[config.mk]
export PLATFORM = sky130hd
export DESIGN_NAME = snitch_perf_cnt_unit
export DESIGN_NICKNAME = d
export VERILOG_FILES = /design/src/rtl/snitch_perf_cnt_unit.sv
export SDC_FILE = /design/constraint.sdc
export NUM_CORES = 2
export LEC_CHECK = 0
export ABC_AREA = 0
export BUFFER_PORTS_ARGS = -buffer_cell sky130_fd_sc_hd__buf_2
export CORE_MARGIN = 2
export CORE_UTILIZATION = 30
export DETAILED_ROUTE_END_ITERATION = 8
export PLACE_DENSITY_LB_ADDON = 0.3
export SYNTH_ARGS = -nofsm -noshare
export SYNTH_HDL_FRONTEND = slang
export SYNTH_SLANG_ARGS = --single-unit
[constraint.sdc]
create_clock -name clk_i -period 21.9 [get_ports clk_i]
set_input_delay 6.57 -clock clk_i [delete_from_list [all_inputs] [get_ports clk_i]]
set_output_delay 6.57 -clock clk_i [all_outputs]
set_load 0.03 [all_outputs]
[src/rtl/snitch_perf_cnt_unit.sv]
// Per-core event counters with wrap/saturate modes, per-event masking, sticky
// overflow flags with a maskable interrupt, and a single-outstanding register port.
module snitch_perf_cnt_unit #(
  parameter int unsigned NrCores      = 4,
  parameter int unsigned NrEvents     = 4,
  parameter int unsigned CounterWidth = 32
) (
  input  logic                         clk_i,
  input  logic                         rst_i,
  input  logic [NrCores*NrEvents-1:0]  events_i,
  input  logic                         req_valid_i,
  output logic                         req_ready_o,
  input  logic [11:0]                  req_addr_i,
  input  logic                         req_write_i,
  input  logic [31:0]                  req_wdata_i,
  output logic                         rsp_valid_o,
  input  logic                         rsp_ready_i,
  output logic [31:0]                  rsp_data_o,
  output logic                         rsp_error_o,
  output logic                         overflow_irq_o
);

  localparam int unsigned NrCounters = NrCores * NrEvents;

  localparam logic [9:0] WordClear   = 10'h3FB;
  localparam logic [9:0] WordCtrl    = 10'h3FC;
  localparam logic [9:0] WordEvmask  = 10'h3FD;
  localparam logic [9:0] WordOvf     = 10'h3FE;
  localparam logic [9:0] WordIrqmask = 10'h3FF;

  if (NrCounters > 32 || NrCounters == 0) begin : g_bad_counter_count
    $error("NrCores*NrEvents must be in 1..32");
  end
  if (CounterWidth > 32 || CounterWidth == 0) begin : g_bad_counter_width
    $error("CounterWidth must be in 1..32");
  end

  // Handshake: a request transfers when req_valid_i && req_ready_o; a response
  // transfers when rsp_valid_o && rsp_ready_i. Only one response is ever held,
  // so a new request is taken only if the held response leaves this cycle.

  logic [CounterWidth-1:0] cnt_q [NrCounters];
  logic [CounterWidth-1:0] cnt_d [NrCounters];
  logic [NrCounters-1:0]   held_q, held_d;
  logic [1:0]              ctrl_q, ctrl_d;
  logic [NrEvents-1:0]     evmask_q, evmask_d;
  logic [NrCounters-1:0]   ovf_q, ovf_d;
  logic [NrCounters-1:0]   irqmask_q, irqmask_d;
  logic                    irq_q, irq_d;
  logic                    rsp_valid_q, rsp_valid_d;
  logic [31:0]             rsp_data_q, rsp_data_d;
  logic                    rsp_error_q, rsp_error_d;

  logic                  acc;
  logic [9:0]            word;
  logic                  hit_cnt, hit_ctrl, hit_evmask, hit_ovf, hit_irqmask, hit_clear;
  logic                  hit_any;
  logic                  wr_ok;
  logic [NrCounters-1:0] cnt_we;
  logic                  clear_we;
  logic [NrCounters-1:0] inc;
  logic [NrCounters-1:0] ovf_set;
  logic [NrCounters-1:0] ovf_clr;
  logic [31:0]           rdata;
  logic [31:0]           evmask_rd, ovf_rd, irqmask_rd;

  logic unused_addr;
  logic unused_wdata;
  assign unused_addr  = ^req_addr_i[1:0];
  assign unused_wdata = ^req_wdata_i;

  assign req_ready_o    = !rsp_valid_q | rsp_ready_i;
  assign acc            = req_valid_i & req_ready_o;
  assign word           = req_addr_i[11:2];
  assign rsp_valid_o    = rsp_valid_q;
  assign rsp_data_o     = rsp_data_q;
  assign rsp_error_o    = rsp_error_q;
  assign overflow_irq_o = irq_q;

  always_comb begin : zero_extend
    evmask_rd  = '0;
    ovf_rd     = '0;
    irqmask_rd = '0;
    evmask_rd[NrEvents-1:0]    = evmask_q;
    ovf_rd[NrCounters-1:0]     = ovf_q;
    irqmask_rd[NrCounters-1:0] = irqmask_q;
  end

  // Address decode and read mux; counter words never overlap the control block.
  always_comb begin : decode
    hit_cnt = 1'b0;
    cnt_we  = '0;
    rdata   = '0;
    for (int unsigned i = 0; i < NrCounters; i++) begin
      if (word == 10'(i)) begin
        hit_cnt   = 1'b1;
        cnt_we[i] = acc & req_write_i;
        rdata     = '0;
        rdata[CounterWidth-1:0] = cnt_q[i];
      end
    end
    hit_ctrl    = (word == WordCtrl);
    hit_evmask  = (word == WordEvmask);
    hit_ovf     = (word == WordOvf);
    hit_irqmask = (word == WordIrqmask);
    hit_clear   = (word == WordClear);
    if (hit_ctrl)    rdata = {30'b0, ctrl_q};
    if (hit_evmask)  rdata = evmask_rd;
    if (hit_ovf)     rdata = ovf_rd;
    if (hit_irqmask) rdata = irqmask_rd;
    if (hit_clear)   rdata = '0;
    hit_any  = hit_cnt | hit_ctrl | hit_evmask | hit_ovf | hit_irqmask | hit_clear;
    wr_ok    = acc & req_write_i & hit_any;
    clear_we = wr_ok & hit_clear;
  end

  // Per-counter next state: clear beats write beats increment.
  always_comb begin : count_next
    inc     = '0;
    ovf_set = '0;
    held_d  = held_q;
    for (int unsigned i = 0; i < NrCounters; i++) begin
      inc[i]   = events_i[i] & ctrl_q[0] & evmask_q[i % NrEvents];
      cnt_d[i] = cnt_q[i];
      if (clear_we) begin
        cnt_d[i]  = '0;
        held_d[i] = 1'b0;
      end else if (cnt_we[i]) begin
        cnt_d[i]  = req_wdata_i[CounterWidth-1:0];
        held_d[i] = 1'b0;
      end else if (inc[i]) begin
        if (!(&cnt_q[i])) begin
          cnt_d[i]  = cnt_q[i] + CounterWidth'(1);
          held_d[i] = 1'b0;
        end else if (ctrl_q[1]) begin
          // Saturated counters flag once; further strobes while pinned are silent.
          ovf_set[i] = !held_q[i];
          held_d[i]  = 1'b1;
        end else begin
          cnt_d[i]   = '0;
          ovf_set[i] = 1'b1;
          held_d[i]  = 1'b0;
        end
      end
    end
  end

  always_comb begin : cfg_next
    ctrl_d    = ctrl_q;
    evmask_d  = evmask_q;
    irqmask_d = irqmask_q;
    ovf_clr   = '0;
    if (wr_ok && hit_ctrl)    ctrl_d    = req_wdata_i[1:0];
    if (wr_ok && hit_evmask)  evmask_d  = req_wdata_i[NrEvents-1:0];
    if (wr_ok && hit_irqmask) irqmask_d = req_wdata_i[NrCounters-1:0];
    if (wr_ok && hit_ovf)     ovf_clr   = req_wdata_i[NrCounters-1:0];
    // A fresh overflow wins over a same-cycle write-1-to-clear.
    ovf_d = (ovf_q & ~ovf_clr) | ovf_set;
    irq_d = |(ovf_q & irqmask_q);
  end

  always_comb begin : rsp_next
    rsp_valid_d = rsp_valid_q;
    rsp_data_d  = rsp_data_q;
    rsp_error_d = rsp_error_q;
    if (acc) begin
      rsp_valid_d = 1'b1;
      rsp_error_d = !hit_any;
      rsp_data_d  = (!req_write_i && hit_any) ? rdata : 32'h0;
    end else if (rsp_ready_i) begin
      rsp_valid_d = 1'b0;
    end
  end

  always_ff @(posedge clk_i or posedge rst_i) begin
    if (rst_i) begin
      for (int unsigned i = 0; i < NrCounters; i++) cnt_q[i] <= '0;
      held_q      <= '0;
      ctrl_q      <= 2'b01;
      evmask_q    <= '1;
      ovf_q       <= '0;
      irqmask_q   <= '0;
      irq_q       <= 1'b0;
      rsp_valid_q <= 1'b0;
      rsp_data_q  <= '0;
      rsp_error_q <= 1'b0;
    end else begin
      for (int unsigned i = 0; i < NrCounters; i++) cnt_q[i] <= cnt_d[i];
      held_q      <= held_d;
      ctrl_q      <= ctrl_d;
      evmask_q    <= evmask_d;
      ovf_q       <= ovf_d;
      irqmask_q   <= irqmask_d;
      irq_q       <= irq_d;
      rsp_valid_q <= rsp_valid_d;
      rsp_data_q  <= rsp_data_d;
      rsp_error_q <= rsp_error_d;
    end
  end

endmodule
# Word-level counts from Yosys, hierarchy flattened
# Index checks and enable logic that the tools add are counted.
[classes]
n_addsub = 16
n_eq_ne = 36
mux = 267
n_bitwise = 46
reduce_logical = 75
[ops]
columns = ["op", "count"]
rows = [
  ["2-to-1 mux 32 bit", 87],
  ["adder 32 x 1 -> 32 bit (second input constant)", 16],
  ["AND reduction 32 bit", 16],
  ["2-to-1 mux 1 bit", 179],
  ["equality test 10 x 4 -> 1 bit (second input constant)", 8],
  ["inequality test 4 bit (second input constant)", 16],
  ["equality test 10 bit (second input constant)", 5],
  ["nonzero test 3 bit", 16],
  ["equality test 10 x 3 -> 1 bit (second input constant)", 4],
  ["bitwise AND 1 bit", 36],
  ["bitwise AND 16 bit", 2],
  ["AND reduction 2 bit", 16],
  ["equality test 10 x 2 -> 1 bit (second input constant)", 2],
  ["zero test 1 bit", 19],
  ["2-to-1 mux 16 bit", 1],
  ["inverter 16 bit", 1],
  ["OR 16 bit", 1],
  ["OR reduction 16 bit", 1],
  ["equality test 10 x 1 -> 1 bit (second input constant)", 1],
  ["zero test 10 bit", 1],
  ["OR 1 bit", 6],
  ["logical AND 1 bit", 5],
  ["nonzero test 2 bit", 1],
]
[totals]
register_bits = 601
input_bits = 65
out_inout_bits = 36
wordCells = 480

# Logic depth before layout (Yosys ltp)
[logic_depth]
word_depth = 28
mapped_depth = 12

# Worst setup path before layout
# OpenSTA, ideal clock, no wires.
[synth_path]
kind = "input-to-output"
startpoint = "input port rsp_ready_i"
endpoint = "output port req_ready_o"
arrival_ns = 6.951
slack_ns = 8.379
path_stages = 2
n_path_buf = 0
path_cell_list = "nor2b_1 inv_1"
[synth_via]
elab_chain_cells = 1
[synth_lines]
columns = ["item", "line", "rtl"]
rows = [
  ["start: declaration", "17", "input logic rsp_ready_i,"],
  ["OR 1 bit", "72", "assign req_ready_o = !rsp_valid_q | rsp_ready_i;"],
  ["end: declaration", "12", "output logic req_ready_o,"],
]
# No other way between the ends.

# Worst setup path after layout
# Same ends and word-level chain as after synthesis.

==> results by stage <==
Run status:
- The flow ran to the end, but the final reports show violations.
- The final reports fail on max-capacitance violations, max-slew violations.

STA:
- Setup repair after global routing left no endpoint under its margin.
- The timing-limited maximum frequency is 68.5 MHz.
- The normalized max-slew margin is -0.0400.
- For the final database, setup skew stands at 0.0330 ns.
- The number of failing setup endpoints in the final timing report is 0.
- The post-layout minimum cycle time is 14.60 ns.
- In the finished design, the share of the clock period the worst path needs comes to 0.667.
- The actual slew at the worst max-slew pin is 1.52 ns.
- The max-slew violation count is 4.
- On the final layout, the worst hold slack is 0.497 ns.
- The count of final hold-check violations was 0.
- Adding up every negative setup slack in the final design gives 0 ns.

Place:
- Once placement finished, the instance area stood at 44300 sq um.
- The final estimated routing congestion in global placement is 1.06.
- The HPWL after detailed placement is 157000 um.
- During placement, the flow inserted port buffers numbering 98.

Power and ir drop:
- The static leakage is 0.0176 uW.
- The largest voltage drop on the vdd net is 58.3 uV.
- The power per unit of standard cell area is 57.0 nW/um^2.
- The overall power of the completed layout is 2690 uW.

CTS:
- Counting along the longest clock path gives a buffer depth of 3.
- The clock latency of the later-clocked register in the worst-skew pair is 0.70 ns.
- The count of cells resized by post-cts repair is 0.
- The register clock-pin slew on the reported worst setup and hold paths is 0.05 ns.
- Post-CTS timing repair inserted 0 buffers for setup.
- CTS saw 601 sinks.
- The root cell of the clock tree is sky130_fd_sc_hd__clkbuf_16.
- The cts-stage hold buffer count is 0.
- TritonCTS created 78 clock buffers.
- The level count of the clock H-tree is 3.
- The clock tree from TritonCTS is yes.

Yosys:
- The cell area after technology mapping is 42200 sq um.
- The per-instance average area after synthesis is 7.76 sq um.
- The sequential element share of the synthesized area is 0.356.
- For this run, the leading register cell type out of synthesis is sky130_fd_sc_hd__dfrtp_1.
- The number of unique standard cell types used by synthesis is 100.
- Counting every instance in the synthesized netlist gives 5442.
- Counting every net in the synthesized netlist gives 5523.
- Yosys printed 0 warnings.
- In this run, synthesis produced a sequential element count of 601.
- Yosys mapped a number of flops with a built-in enable equal to 0.
- Counting flops with an async set or reset pin after synthesis yields a share of 1.00.

Floorplanning:
- The area of the die is 144000 sq um.
- For this configuration, the core starts out at a cell density of 0.302.
- The floorplan row count is 137.
- The die is 379 um tall.
- The region available for standard cell placement spans 140000 sq um.
- The I/O pin count is 101.
- The die width is 379 um.

Worst hold path:
- The worst hold path belongs to the class reg -> reg.

Drt:
- The total DRC errors in the routed layout is 0.
- The final route contains 48057 vias.
- The detailed router finished its first iteration with 7851 violations.
- The amount of wire on met2 after detailed routing is 93000 um.
- The count of nets left with antenna violations after detail routing is 0.
- The top layer used by detailed routing is met5.
- In the final routing, the length of wire on met1 measures 90700 um.
- The detailed route wirelength on metal3 is 32600 um.
- Dividing the detail-routed wire length by the instance count gives 32.0 um.
- The via density per instance is 6.62.
- Summed over all layers, the routed wires come to 233000 um.
- The pre-antenna-repair detailed-routing pass consisted of 8 iterations.

Global route:
- The number of antenna violations at the first check in global routing is 25.
- Across every metal layer, demand over resource in global routing totals 0.315.
- The global-route wire length before repair is 328000 um.
- The number of global-route vias before repair is 43241.
- The maximum number of pins on one net before global-route repair is 150.
- The overflow left after global routing is 0.

Finish:
- The design area is 47100 sq um.
- The growth of design area from synthesis to finish is 11.5%.
- The number of nets at the end of the flow is 5383.
- Measured on the finished design, the core utilization comes to 0.337.
- The fraction of final layout cells sized beyond drive strength 1 is 0.0893.
- The filler cells instantiated in the layout total 14816.

Critical path:
- The worst setup path is captured at a primary output.
- STA puts the critical path data required time at 15.33 ns.
- The arrival time reported for the critical path endpoint is 8.03 ns.
- The worst setup path category is in -> out.
- The maximum fanout count along the critical path is 5.
- The launching element type of the critical path is a primary input.
- In this design, the stage delay of the slowest critical-path cell is 0.69 ns.
- Among all stages on the critical path, the largest delay is contributed by sky130_fd_sc_hd__nor2b_1.
- The critical path goes through buf_2 -> nor2b_1 -> inv_1 -> buf_2.
- Counting stages on the worst path, the most repeated cell is sky130_fd_sc_hd__buf_2.

Job:
- The max-cap check violation count is 2.
## metrics by stage
stage / worst slack (ns) / instances
floorplan: 7.14 / 5442
global placement: 7.44 / 7098
detailed placement: 7.47 / 7098
CTS: 7.46 / 7240
global route: 7.22 / 7241
finish: 7.30 / 7261
## cell type report
cell class	count	area (sq um)	area share
multi-input combinational	4344	25300	0.537
clock inverter	29	412	0.00874
inverter	61	233	0.00494
timing repair buffer	216	1400	0.0298
sequential	601	15000	0.319
antenna	21	52.6	0.00112
tap	1876	2350	0.0498
clock buffer	113	2310	0.0490
## critical path: cells and delay by family
kind	cells	cell delay, ns
AND/OR/NAND/NOR	1	0.69
buffers and inverters	3	0.77
## cell families after synthesis
| family | count (synthesis) | synth area share |
|---|---|---|
| simple gates | 2125 | 0.255 |
| compound gates | 1926 | 0.275 |
| flops | 601 | 0.356 |
| mux | 69 | 0.0176 |
| fa+ha+maj | 16 | 0.00474 |
| xor+xnor | 208 | 0.0431 |
| buf+inv | 497 | 0.0480 |
## report_power, final
part	internal [uW]	total [uW]	switching, uW
combinational	21.1	149	127
sequential	1120	1120	9.17
clock	829	1410	584
total	1970	2690	720
## worst paths after layout
kind / cells past startpoint / to / start / slack (ns)
setup reg to reg: 9 / cnt_q[48]$_DFFE_PP0P_ / rsp_valid_o$_DFFE_PP0P_ / 17.30
setup / recovery: 4 / req_ready_o / rsp_ready_i / 7.30
hold reg to reg: 1 / held_q[6]$_DFFE_PP0P_ / held_q[6]$_DFFE_PP0P_ / 0.50
max in group asynchronous: 6 / cnt_q[19]$_DFFE_PP0P_ / rst_i / 12.73
hold / removal: 1 / held_q[6]$_DFFE_PP0P_ / held_q[6]$_DFFE_PP0P_ / 0.50
min in group asynchronous: 3 / cnt_q[409]$_DFFE_PP0P_ / rst_i / 6.17
## routing by layer
metal	track usage	vias up
met4	0.192	14
met1	0.418	23701
met5	0	-
li1	-	20135
met2	0.430	3443
met3	0.113	764
## cells in the mapped netlist (all sizes together) (11+ instances only)
cell     number  share of area
o21ai       743          0.088
dfrtp       596           0.35
nand2       522          0.046
a21oi       498          0.059
nor2        449          0.040
clkbuf      326          0.029
nand3       271          0.032
nor3        243          0.032
nand4       147          0.022
a22oi       133          0.024
and3        128          0.019
buf         110          0.013
nor4        110          0.018
xnor2       109          0.023
o22ai       108          0.016
xor2         99          0.021
inv          59         0.0052
a31oi        43         0.0064
and4         43         0.0089
mux2         43          0.011
o211ai       42         0.0075
o31ai        38         0.0069
or3          35         0.0052
nor2b        34         0.0050
a211oi       33         0.0060
and2         33         0.0049
o221ai       29         0.0060
a221oi       27         0.0056
a22o         26         0.0054
mux2i        26         0.0062
nor3b        25         0.0044
a2bb2oi      23         0.0048
or4          20         0.0037
nor4b        19         0.0047
ha           16         0.0047
o2bb2ai      16         0.0033
o31a         16         0.0033
nand2b       15         0.0022
a21o         14         0.0025
or2          14         0.0021
o311a        12         0.0028
a32oi        11         0.0023
o21a         11         0.0020
## state kept, by name, indices dropped and copies added (netlist names), 2 cells and up
register,flops
ovf_q,16
cnt_q,512
evmask_q,4
irqmask_q,16
held_q,16
ctrl_q,2
rsp_data_o,32
## cell usage in the layout (no fill, tap or decap), types with 35 or more instances in the layout
cell	instances
sky130_fd_sc_hd__dfrtp_1	595
sky130_fd_sc_hd__buf_4	117
sky130_fd_sc_hd__o22ai_1	108
sky130_fd_sc_hd__inv_1	58
sky130_fd_sc_hd__xor2_1	99
sky130_fd_sc_hd__xnor2_1	109
sky130_fd_sc_hd__or3_1	35
sky130_fd_sc_hd__o31ai_1	37
sky130_fd_sc_hd__nand4_1	146
sky130_fd_sc_hd__a31oi_1	43
sky130_fd_sc_hd__and4_1	43
sky130_fd_sc_hd__clkbuf_16	80
sky130_fd_sc_hd__nor3_1	222
sky130_fd_sc_hd__a22oi_1	133
sky130_fd_sc_hd__and3_1	128
sky130_fd_sc_hd__nor4_1	98
sky130_fd_sc_hd__o211ai_1	42
sky130_fd_sc_hd__nand2_1	518
sky130_fd_sc_hd__nor2_1	433
sky130_fd_sc_hd__o21ai_0	713
sky130_fd_sc_hd__a21oi_1	496
sky130_fd_sc_hd__nand3_1	269
sky130_fd_sc_hd__buf_2	97
Power figures use the tool's default switching activity.
